### src/rtl/detect_ctrl_pkg.sv
// Shared state encodings and sizing helper for the detector/timer sequencer.
package detect_ctrl_pkg;

    localparam int STATE_W = 3;

    typedef enum logic [STATE_W-1:0] {
        ST_IDLE  = 3'd0,
        ST_ARMED = 3'd1,
        ST_LOAD  = 3'd2,
        ST_RUN   = 3'd3,
        ST_HOLD  = 3'd4
    } state_t;

    // Bits needed to count 0..n-1, never less than one.
    function automatic int cnt_width(input int n);
        return (n > 1) ? $clog2(n) : 1;
    endfunction

endpackage

### src/rtl/detect_timer_ctrl_if.sv
// Control/status bundle between the system control block and the detector/timer sequencer.
interface detect_timer_ctrl_if #(
    parameter int DCNT_W = 8
);
    logic              start;
    logic              stop;
    logic              rearm;
    logic              det;
    logic              tmr_co;
    logic              det_arm;
    logic              tmr_init;
    logic              tmr_en;
    logic              busy;
    logic              done;
    logic              timeout;
    logic [DCNT_W-1:0] det_count;
    logic [2:0]        state;

    modport master (
        output start, stop, rearm, det, tmr_co,
        input  det_arm, tmr_init, tmr_en, busy, done, timeout, det_count, state
    );

    modport slave (
        input  start, stop, rearm, det, tmr_co,
        output det_arm, tmr_init, tmr_en, busy, done, timeout, det_count, state
    );
endinterface

### src/rtl/detect_timer_ctrl_tick_counter.sv
// Loadable down counter with a zero flag; it stops at zero rather than wrapping.
module tick_counter #(
    parameter int W = 2
) (
    input  logic         clk,
    input  logic         rst,
    input  logic         load,
    input  logic [W-1:0] load_val,
    input  logic         dec,
    output logic         zero
);

    logic [W-1:0] count_q;

    always_ff @(posedge clk or posedge rst) begin
        if (rst) begin
            count_q <= '0;
        end else if (load) begin
            count_q <= load_val;
        end else if (dec && (count_q != '0)) begin
            count_q <= count_q - W'(1);
        end
    end

    assign zero = (count_q == '0);

endmodule

### src/rtl/detect_timer_ctrl.sv
// Sequencer that arms the pattern detector and loads/runs the external timer per detection.
// Optional macro RETRIGGER_EN: a detection during RUN reloads the timer.
module detect_timer_ctrl
    import detect_ctrl_pkg::*;
#(
    parameter int DCNT_W   = 8,
    parameter int TIMEOUT  = 64,
    parameter int HOLD_CYC = 4
) (
    input  logic                clk,
    input  logic                rst,
    detect_timer_ctrl_if.slave  bus
);

    localparam int              WD_W      = cnt_width(TIMEOUT);
    localparam int              HC_W      = cnt_width(HOLD_CYC);
    localparam logic            WD_EN     = (TIMEOUT > 0);
    localparam logic [WD_W-1:0] WD_LAST   = WD_W'(TIMEOUT - 1);
    localparam logic [HC_W-1:0] HOLD_LAST = HC_W'(HOLD_CYC - 1);

    state_t            state_q;
    state_t            state_d;
    logic [WD_W-1:0]   wdog_q;
    logic [DCNT_W-1:0] det_count_q;
    logic              done_q;
    logic              timeout_q;
    logic              wd_clr;
    logic              wd_inc;
    logic              hold_load;
    logic              hold_zero;
    logic              done_set;
    logic              timeout_set;

    always_ff @(posedge clk or posedge rst) begin
        if (rst) begin
            state_q <= ST_IDLE;
        end else begin
            state_q <= state_d;
        end
    end

    // stop outranks everything; tmr_co outranks det while the timer runs.
    always_comb begin
        state_d     = state_q;
        wd_clr      = 1'b0;
        wd_inc      = 1'b0;
        hold_load   = 1'b0;
        done_set    = 1'b0;
        timeout_set = 1'b0;
        case (state_q)
            ST_IDLE: begin
                if (!bus.stop && bus.start) begin
                    state_d = ST_ARMED;
                    wd_clr  = 1'b1;
                end
            end
            ST_ARMED: begin
                if (bus.stop) begin
                    state_d = ST_IDLE;
                end else if (bus.det) begin
                    state_d = ST_LOAD;
                end else if (WD_EN && (wdog_q == WD_LAST)) begin
                    state_d     = ST_IDLE;
                    timeout_set = 1'b1;
                end else begin
                    wd_inc = 1'b1;
                end
            end
            ST_LOAD: begin
                state_d = bus.stop ? ST_IDLE : ST_RUN;
            end
            ST_RUN: begin
                if (bus.stop) begin
                    state_d = ST_IDLE;
                end else if (bus.tmr_co) begin
                    state_d   = ST_HOLD;
                    hold_load = 1'b1;
                    done_set  = 1'b1;
                end
`ifdef RETRIGGER_EN
                else if (bus.det) begin
                    state_d = ST_LOAD;
                end
`endif
            end
            ST_HOLD: begin
                if (bus.stop) begin
                    state_d = ST_IDLE;
                end else if (hold_zero) begin
                    if (bus.rearm) begin
                        state_d = ST_ARMED;
                        wd_clr  = 1'b1;
                    end else begin
                        state_d = ST_IDLE;
                    end
                end
            end
            default: begin
                state_d = ST_IDLE;
            end
        endcase
    end

    // Watchdog restarts from zero on every entry to ARMED.
    always_ff @(posedge clk or posedge rst) begin
        if (rst) begin
            wdog_q <= '0;
        end else if (wd_clr) begin
            wdog_q <= '0;
        end else if (wd_inc) begin
            wdog_q <= wdog_q + WD_W'(1);
        end
    end

    always_ff @(posedge clk or posedge rst) begin
        if (rst) begin
            det_count_q <= '0;
        end else if ((state_q == ST_LOAD) && (det_count_q != '1)) begin
            det_count_q <= det_count_q + DCNT_W'(1);
        end
    end

    always_ff @(posedge clk or posedge rst) begin
        if (rst) begin
            done_q    <= 1'b0;
            timeout_q <= 1'b0;
        end else begin
            done_q    <= done_set;
            timeout_q <= timeout_set;
        end
    end

    tick_counter #(
        .W (HC_W)
    ) u_hold (
        .clk      (clk),
        .rst      (rst),
        .load     (hold_load),
        .load_val (HOLD_LAST),
        .dec      (state_q == ST_HOLD),
        .zero     (hold_zero)
    );

    assign bus.det_arm   = (state_q == ST_ARMED);
    assign bus.tmr_init  = (state_q == ST_LOAD);
    assign bus.tmr_en    = (state_q == ST_RUN);
    assign bus.busy      = (state_q != ST_IDLE);
    assign bus.done      = done_q;
    assign bus.timeout   = timeout_q;
    assign bus.det_count = det_count_q;
    assign bus.state     = state_q;

endmodule

### src/flat_wrapper.sv
// flat-port wrapper written by rule: the top's interface ports become plain ports
module detect_timer_ctrl_flat import detect_ctrl_pkg::*;
#(
    parameter int DCNT_W   = 8,
    parameter int TIMEOUT  = 64,
    parameter int HOLD_CYC = 4
)
  (clk, rst, bus_start, bus_stop, bus_rearm, bus_det, bus_tmr_co, bus_det_arm, bus_tmr_init, bus_tmr_en, bus_busy, bus_done, bus_timeout, bus_det_count, bus_state);
  detect_timer_ctrl_if #(.DCNT_W(DCNT_W)) bus_i ();
  input  logic clk;
  input  logic rst;
  input wire logic [$bits(bus_i.start)-1:0] bus_start;
  input wire logic [$bits(bus_i.stop)-1:0] bus_stop;
  input wire logic [$bits(bus_i.rearm)-1:0] bus_rearm;
  input wire logic [$bits(bus_i.det)-1:0] bus_det;
  input wire logic [$bits(bus_i.tmr_co)-1:0] bus_tmr_co;
  output wire logic [$bits(bus_i.det_arm)-1:0] bus_det_arm;
  output wire logic [$bits(bus_i.tmr_init)-1:0] bus_tmr_init;
  output wire logic [$bits(bus_i.tmr_en)-1:0] bus_tmr_en;
  output wire logic [$bits(bus_i.busy)-1:0] bus_busy;
  output wire logic [$bits(bus_i.done)-1:0] bus_done;
  output wire logic [$bits(bus_i.timeout)-1:0] bus_timeout;
  output wire logic [$bits(bus_i.det_count)-1:0] bus_det_count;
  output wire logic [$bits(bus_i.state)-1:0] bus_state;
  assign bus_i.start = bus_start;
  assign bus_i.stop = bus_stop;
  assign bus_i.rearm = bus_rearm;
  assign bus_i.det = bus_det;
  assign bus_i.tmr_co = bus_tmr_co;
  assign bus_det_arm = bus_i.det_arm;
  assign bus_tmr_init = bus_i.tmr_init;
  assign bus_tmr_en = bus_i.tmr_en;
  assign bus_busy = bus_i.busy;
  assign bus_done = bus_i.done;
  assign bus_timeout = bus_i.timeout;
  assign bus_det_count = bus_i.det_count;
  assign bus_state = bus_i.state;
  detect_timer_ctrl #(.DCNT_W(DCNT_W), .TIMEOUT(TIMEOUT), .HOLD_CYC(HOLD_CYC)) u_core (.clk(clk), .rst(rst), .bus(bus_i));
endmodule
### config.mk
export PLATFORM = sky130hd
export DESIGN_NAME = detect_timer_ctrl_flat
export DESIGN_NICKNAME = d
export VERILOG_FILES = /design/src/rtl/detect_ctrl_pkg.sv /design/src/rtl/detect_timer_ctrl_if.sv /design/src/rtl/detect_timer_ctrl_tick_counter.sv /design/src/rtl/detect_timer_ctrl.sv /design/src/flat_wrapper.sv
export SDC_FILE = /design/constraint.sdc
export NUM_CORES = 1
export LEC_CHECK = 0
export ABC_AREA = 1
export CORE_ASPECT_RATIO = 0.8
export CORE_UTILIZATION = 40
export CTS_CLUSTER_SIZE = 12
export DETAILED_ROUTE_END_ITERATION = 8
export PLACE_DENSITY = 0.7
export SETUP_SLACK_MARGIN = 0.15
export SLEW_MARGIN = 30
export SYNTH_ARGS = -nofsm -noshare
export SYNTH_HDL_FRONTEND = slang
export SYNTH_SLANG_ARGS = --single-unit
### constraint.sdc
create_clock -name clk -period 2.5 [get_ports clk]
set_input_delay 0.25 -clock clk [delete_from_list [all_inputs] [get_ports clk]]
set_output_delay 0.25 -clock clk [all_outputs]
set_load 0.03 [all_outputs]
==> impl_metrics.ini, run 1 <==
[status]
status = complete, no violations

[critical_path]
timing.rr.start = u_core.bus.det_count[1]
r2r_cells = 8
cp_slowest_stage_delay_ns = 0.73
crit_path_start = u_core.bus.state[2]
critPathLaunchType = register
critical_path.endpoint = bus_tmr_init
cp.buffers_inverters = 1
crit_arrival_ns = 1.78
r2r_slack_ns = 1.08
cp.required_ns = 2.25
cp_top_family = buffers and inverters
r2r_end = u_core.bus.det_count[2]
cpMaxStageDelayCell = clkdlybuf4s50_1
path_class = register to primary output
cp_max_fo = 8
end_kind = primary output
path_cells = nor3_2, clkdlybuf4s50_1
path_depth = 2

[route]
routed_wl_um = 2500
via_count = 1096
first_pass_iters = 4
ant_nets = 0
drtIter0Drc = 46
wire_per_inst_um = 11.2
routed_via_density = 4.89
post-route-drc-count = 0

[timing]
max_slew_margin_pct = 45.0
skew_ns = 0.00374
hold_violations = 0
period_share_pct = 81.3
maxSlewViolCount = 0
min_period_ns = 2.03
worst_slew_pin_slew_ns = 0.824
finalWorstSetupSlack_ns = 0.469
rsz0062_at_grt = no
timing.setup.tns_ns = 0
finalSetupViolCount = 0
max_freq_mhz = 492

[pwr]
vdd_drop_max_v = 0.000510
p_total_mw = 1.36
powerDensity_mw_per_mm2 = 887
p_leak_nw = 0.740

[global_routing]
overflow = 0
antenna_found_initial = 0
grt_max_degree = 22
track_usage_pct = 17.7
grt_pass1_vias = 1025
grt_pass1_wl_um = 4390

[yosys]
avgSynthCellArea_um2 = 7.59
synth-edff-count = 0
synth_top_family_by_area = simple AND/OR/NAND/NOR gates
syn_nets = 169
synth_compound_area_share_pct = 4.56
syn_inst = 159
yosys.area_share.simple_pct = 35.6
synth_area_mm2 = 0.00121
async_reset_ff_share_pct = 100
ys_warn_count = 0
synth_seq_area_share_pct = 43.6
synth.area.mux_share_pct = 0
synthAdderAreaFrac_pct = 3.11
synth_seq_cells = 21
synth_ff_type = dfrtp_1
synth.distinct_cells = 18
synth_xor_area_share_pct = 5.08

[placement]
hpwl_um = 1910
portBuffers = 23
post-place-ws_ns = 0.782
gp_congestion = 0.894
postPlaceCellArea_mm2 = 0.00148

[clock_tree]
cts_buffer_depth = 2
clkLatencyLatePin_ns = 0.26
clk_transition_reported_paths_ns = 0.08
cts_hold_buffers = 0
ctsResizeCount = 0
tritoncts = done
cts_buffers = 3
cts_max_level = 1
numClockSinks = 21
cts-root-buf = clkbuf_8
post_cts_buffers = 0

[floorplanning]
rows = 17
core_mm2 = 0.00281
io_pins = 24
die-height_um = 51.1
dieWidth_um = 63.4
start_util_pct = 43.0
dieArea_mm2 = 0.00324

[job]
max-cap-violations = 0

[layout]
final_util_pct = 54.5
stdcell_area_mm2 = 0.00153
drive_above_1_share_pct = 9.68
area_delta_synth_final_pct = 26.9
layout_commonest_cell = nand2_1
antenna_cells = 0
final.fill_count = 275
fin_nets = 197
mostFrequentLayoutCells = nand2_1, nand3_1, clkdlybuf4s50_1

[worst_hold_path]
hold_path_class = input pin to async pin
final cells by class:
type	count	area [µm²]	share of cell area [%]
clock buffer	3	41.3	2.70
clock inverter	1	5.00	0.327
inverter	26	97.6	6.38
multi-input combinational	112	583	38.1
sequential	21	526	34.3
tap	38	47.5	3.11
timing repair buffer	23	230	15.0
cell usage after synthesis (3+ instances only):
cell	count	share of area [%]
inv_2	5	1.6
ha_1	3	3.1
inv_1	21	6.5
nor2_1	14	4.4
nand4_1	5	2.6
nand2_1	38	12
nand3_1	25	10
nor2_2	4	2.1
o21ai_0	6	2.5
xor2_1	5	3.6
dfrtp_1	21	44
how the worst min path moves through the flow:
stage / startpoint / to / slack, ns
finish: rst / u_core.bus.det_count[2] / 0.46
global route: rst / u_core.bus.det_count[2] / 0.54
CTS: rst / u_core.bus.det_count[2] / 0.50
detailed placement: u_core.u_hold.count_q[0] / u_core.u_hold.count_q[0] / 0.48
global placement: u_core.u_hold.count_q[0] / u_core.u_hold.count_q[0] / 0.48
floorplan: rst / u_core.bus.det_count[0] / 0.23
per-stage QoR:
stage | cells | hold WS, ns
after floorplan | 159 | 0.227
after global placement | 220 | 0.485
after detailed placement | 220 | 0.483
after CTS | 224 | 0.496
after global routing | 224 | 0.541
final | 224 | 0.456
cell families after synthesis:
kind of cell / count (synthesis)
and+or+nand+nor: 92
buffers and inverters: 26
DFF: 21
AOI/OAI and AO/OA: 10
xor gates and xnor gates: 7
adders and majority gates: 3
per-layer routing:
| layer | wire length, µm | vias to the layer above | track usage, % |
|---|---|---|---|
| met5 | 0 | - | 0 |
| met4 | 17 | 0 | 4.92 |
| met2 | 1170 | 31 | 29.4 |
| li1 | - | 559 | - |
| met1 | 1150 | 504 | 21.0 |
| met3 | 157 | 2 | 7.14 |
flip-flops by register name, indices dropped and copies added (netlist names):
signal	count
u_core.bus.state	3
u_core.bus.timeout	1
u_core.bus.det_count	8
u_core.wdog_q	6
u_core.bus.done	1
u_core.u_hold.count_q	2
power breakdown:
group / switching [mW] / internal, mW / leakage [nW]
clock: 0.115 / 0.111 / 0.0255
sequential: 0.0950 / 0.418 / 0.278
combinational: 0.380 / 0.239 / 0.436
Note: power is estimated with default switching activity, not from simulation.
==> run 2, diff against run 1 <==
--- a/config.mk
+++ b/config.mk
@@ -10,7 +10,7 @@
 export CORE_UTILIZATION = 40
 export CTS_CLUSTER_SIZE = 12
 export DETAILED_ROUTE_END_ITERATION = 8
-export PLACE_DENSITY = 0.7
+export PLACE_DENSITY = 0.72
 export SETUP_SLACK_MARGIN = 0.15
 export SLEW_MARGIN = 30
 export SYNTH_ARGS = -nofsm -noshare
==> constraint.sdc (replaced) <==
create_clock -name clk -period 1.7 [get_ports clk]
set_input_delay 0.17 -clock clk [delete_from_list [all_inputs] [get_ports clk]]
set_output_delay 0.17 -clock clk [all_outputs]
set_load 0.03 [all_outputs]
==> run 2 against run 1 <==
Effect of this change: sequential share of layout area shrank 0.53 points; first-iteration DRC count grew 6.5%; via count grew 0.27%; routed wire length grew 0.88%; sequential power grew 48%; hold slack lost 0.21 ns; flip-flop and latch count is the same; critical endpoint is now bus_tmr_en.
==> impl_metrics.ini, run 2 (synthesis gave the netlist of run 1 again) <==
[route]
drtIter0Drc = 49
routed_wl_um = 2520
first_pass_iters = 4
routed_via_density = 4.78
ant_nets = 0
post-route-drc-count = 0
wire_per_inst_um = 11.0
via_count = 1099

[timing]
worst_slew_pin_slew_ns = 0.322
hold_violations = 0
min_period_ns = 1.53
rsz0062_at_grt = yes
timing.setup.tns_ns = 0
period_share_pct = 90.2
hold-worst-slack_ns = 0.242
finalSetupViolCount = 0
max_freq_mhz = 652
skew_ns = 0.00141
max_slew_margin_pct = 78.6
maxSlewViolCount = 0

[pwr]
pwr-share-seq_pct = 38.0
comb_power_share_pct = 45.6
p_leak_nw = 0.806
powerDensity_mw_per_mm2 = 1280
p_clk_share_pct = 16.5
vdd_drop_max_v = 0.000776
p_switching_mw = 0.879
p_int_mw = 1.12
switching_share_pct = 44.1

[clock_tree]
cts_buffer_depth = 2
cts-root-buf = clkbuf_8
cts_hold_buffers = 0
clk_transition_reported_paths_ns = 0.08
clkLatencyLatePin_ns = 0.26
cts_max_level = 1
numClockSinks = 21
cts_buffers = 3
tritoncts = done

[layout]
largest_register_ffs = 8
layout_commonest_cell = nand2_1
mostFrequentLayoutCells = nand2_1, nand3_1, inv_1
fin_nets = 203
drive_above_1_share_pct = 15.1
area_delta_synth_final_pct = 29.5
antenna_cells = 0

[floorplanning]
rows = 17
dieArea_mm2 = 0.00324
start_util_pct = 43.0
core_mm2 = 0.00281
io_pins = 24
dieWidth_um = 63.4
die-height_um = 51.1

[global_routing]
overflow = 0
antenna_found_initial = 0
grt_pass1_vias = 1076
grt_pass1_wl_um = 4620
track_usage_pct = 18.2
grt_max_degree = 22

[critical_path]
cp.required_ns = 1.53
cp_max_fo = 4
r2r_slack_ns = 0.30
r2r_end = u_core.wdog_q[3]
critical_path.endpoint = bus_tmr_en
path_depth = 4
path_class = register to primary output
cp_top_family = buffers and inverters
crit_arrival_ns = 1.36
end_kind = primary output
cp.buffers_inverters = 3
critPathLaunchType = register
r2r_cells = 7
timing.rr.start = u_core.wdog_q[0]
cp_slowest_stage_delay_ns = 0.44
cpMaxStageDelayCell = dfrtp_1
path_cells = inv_2, nand3_1, inv_1, clkdlybuf4s15_1
crit_path_start = u_core.bus.state[2]

[placement]
portBuffers = 23
hpwl_um = 1970
gp_congestion = 0.845

[worst_hold_path]
hold_path_class = input pin to async pin

[job]
max-cap-violations = 0

[status]
status = complete, no violations
[run 2: changes by cell type in the layout (fill, tap and decap cells not counted), moves of 2 or more]
cell | before | now
dfrtp_1 | 21 | 19
clkdlybuf4s50_1 | 23 | 9
clkbuf_2 | 0 | 3
dlygate4sd2_1 | 0 | 10
dfrtp_2 | 0 | 2
buf_4 | 0 | 6
[run 2: how the worst min path moves through the flow]
stage                                         from                  endpoint  cells past startpoint  slack, ns
after global placement    u_core.u_hold.count_q[0]  u_core.u_hold.count_q[0]                      2       0.48
after floorplan                                rst   u_core.bus.det_count[0]                      1       0.15
after global routing                           rst   u_core.bus.det_count[6]                      3       0.27
final                                          rst   u_core.bus.det_count[7]                      3       0.24
after CTS                                      rst   u_core.bus.det_count[6]                      3       0.25
after detailed placement  u_core.u_hold.count_q[0]  u_core.u_hold.count_q[0]                      2       0.49
[run 2: layer usage]
layer	GRT usage (%)	routed length, µm	vias to the layer above
met1	22.5	1140	495
met5	0	0	-
met4	3.41	14	0
met2	31.7	1200	28
li1	-	-	574
met3	5.13	162	2
[run 2: cell type report]
type / instances / area [µm²]
Inverter: 26 / 97.6
Timing Repair Buffer: 29 / 248
Tap cell: 38 / 47.5
Multi-Input combinational cell: 112 / 594
Clock inverter: 1 / 5.00
Sequential cell: 21 / 528
Fill cell: 271 / 1250
Clock buffer: 3 / 41.3
[run 2: stage by stage]
| step | area [µm²] | setup WS (ns) | instances | power [mW] | util [%] |
|---|---|---|---|---|---|
| after detailed placement | 1520 | 0.152 | 224 | 1.72 | 54.1 |
| final | 1560 | 0.167 | 230 | 2.00 | 55.6 |
| after global placement | 1520 | 0.172 | 224 | 1.68 | 54.1 |
| after floorplan | 1210 | 0.189 | 159 | 1.35 | - |
| after global routing | 1560 | 0.0883 | 230 | 2.15 | 55.6 |
| after CTS | 1550 | 0.133 | 228 | 1.99 | 55.3 |
[run 2: timing repair]
| action | 4_1_cts | 5_1_grt |
|---|---|---|
| resized for setup | 17 | 7 |
| hold endpoints to repair | 0 | 0 |
| setup endpoints to repair | 14 | 8 |
| buffers inserted | 0 | 2 |
[run 2: worst register-to-register path: cells and delay by family, from the launching register on]
| kind | cells | cell delay [ns] |
|---|---|---|
| AND/OR/NAND/NOR | 5 | 0.65 |
| adder cells (fa/ha/maj) | 1 | 0.21 |
| flip-flops | 1 | 0.42 |
| buffers and inverters | 1 | 0.07 |
[run 2: power by group through the flow]
stage / combinational (mW) / clock (mW) / sequential (mW)
2_1_floorplan: 0.480 / 0 / 0.871
3_3_place_gp: 0.927 / 0 / 0.757
4_1_cts: 0.887 / 0.348 / 0.759
5_1_grt: 1.01 / 0.368 / 0.778
6_report: 0.909 / 0.329 / 0.758
3_5_place_dp: 0.949 / 0 / 0.769
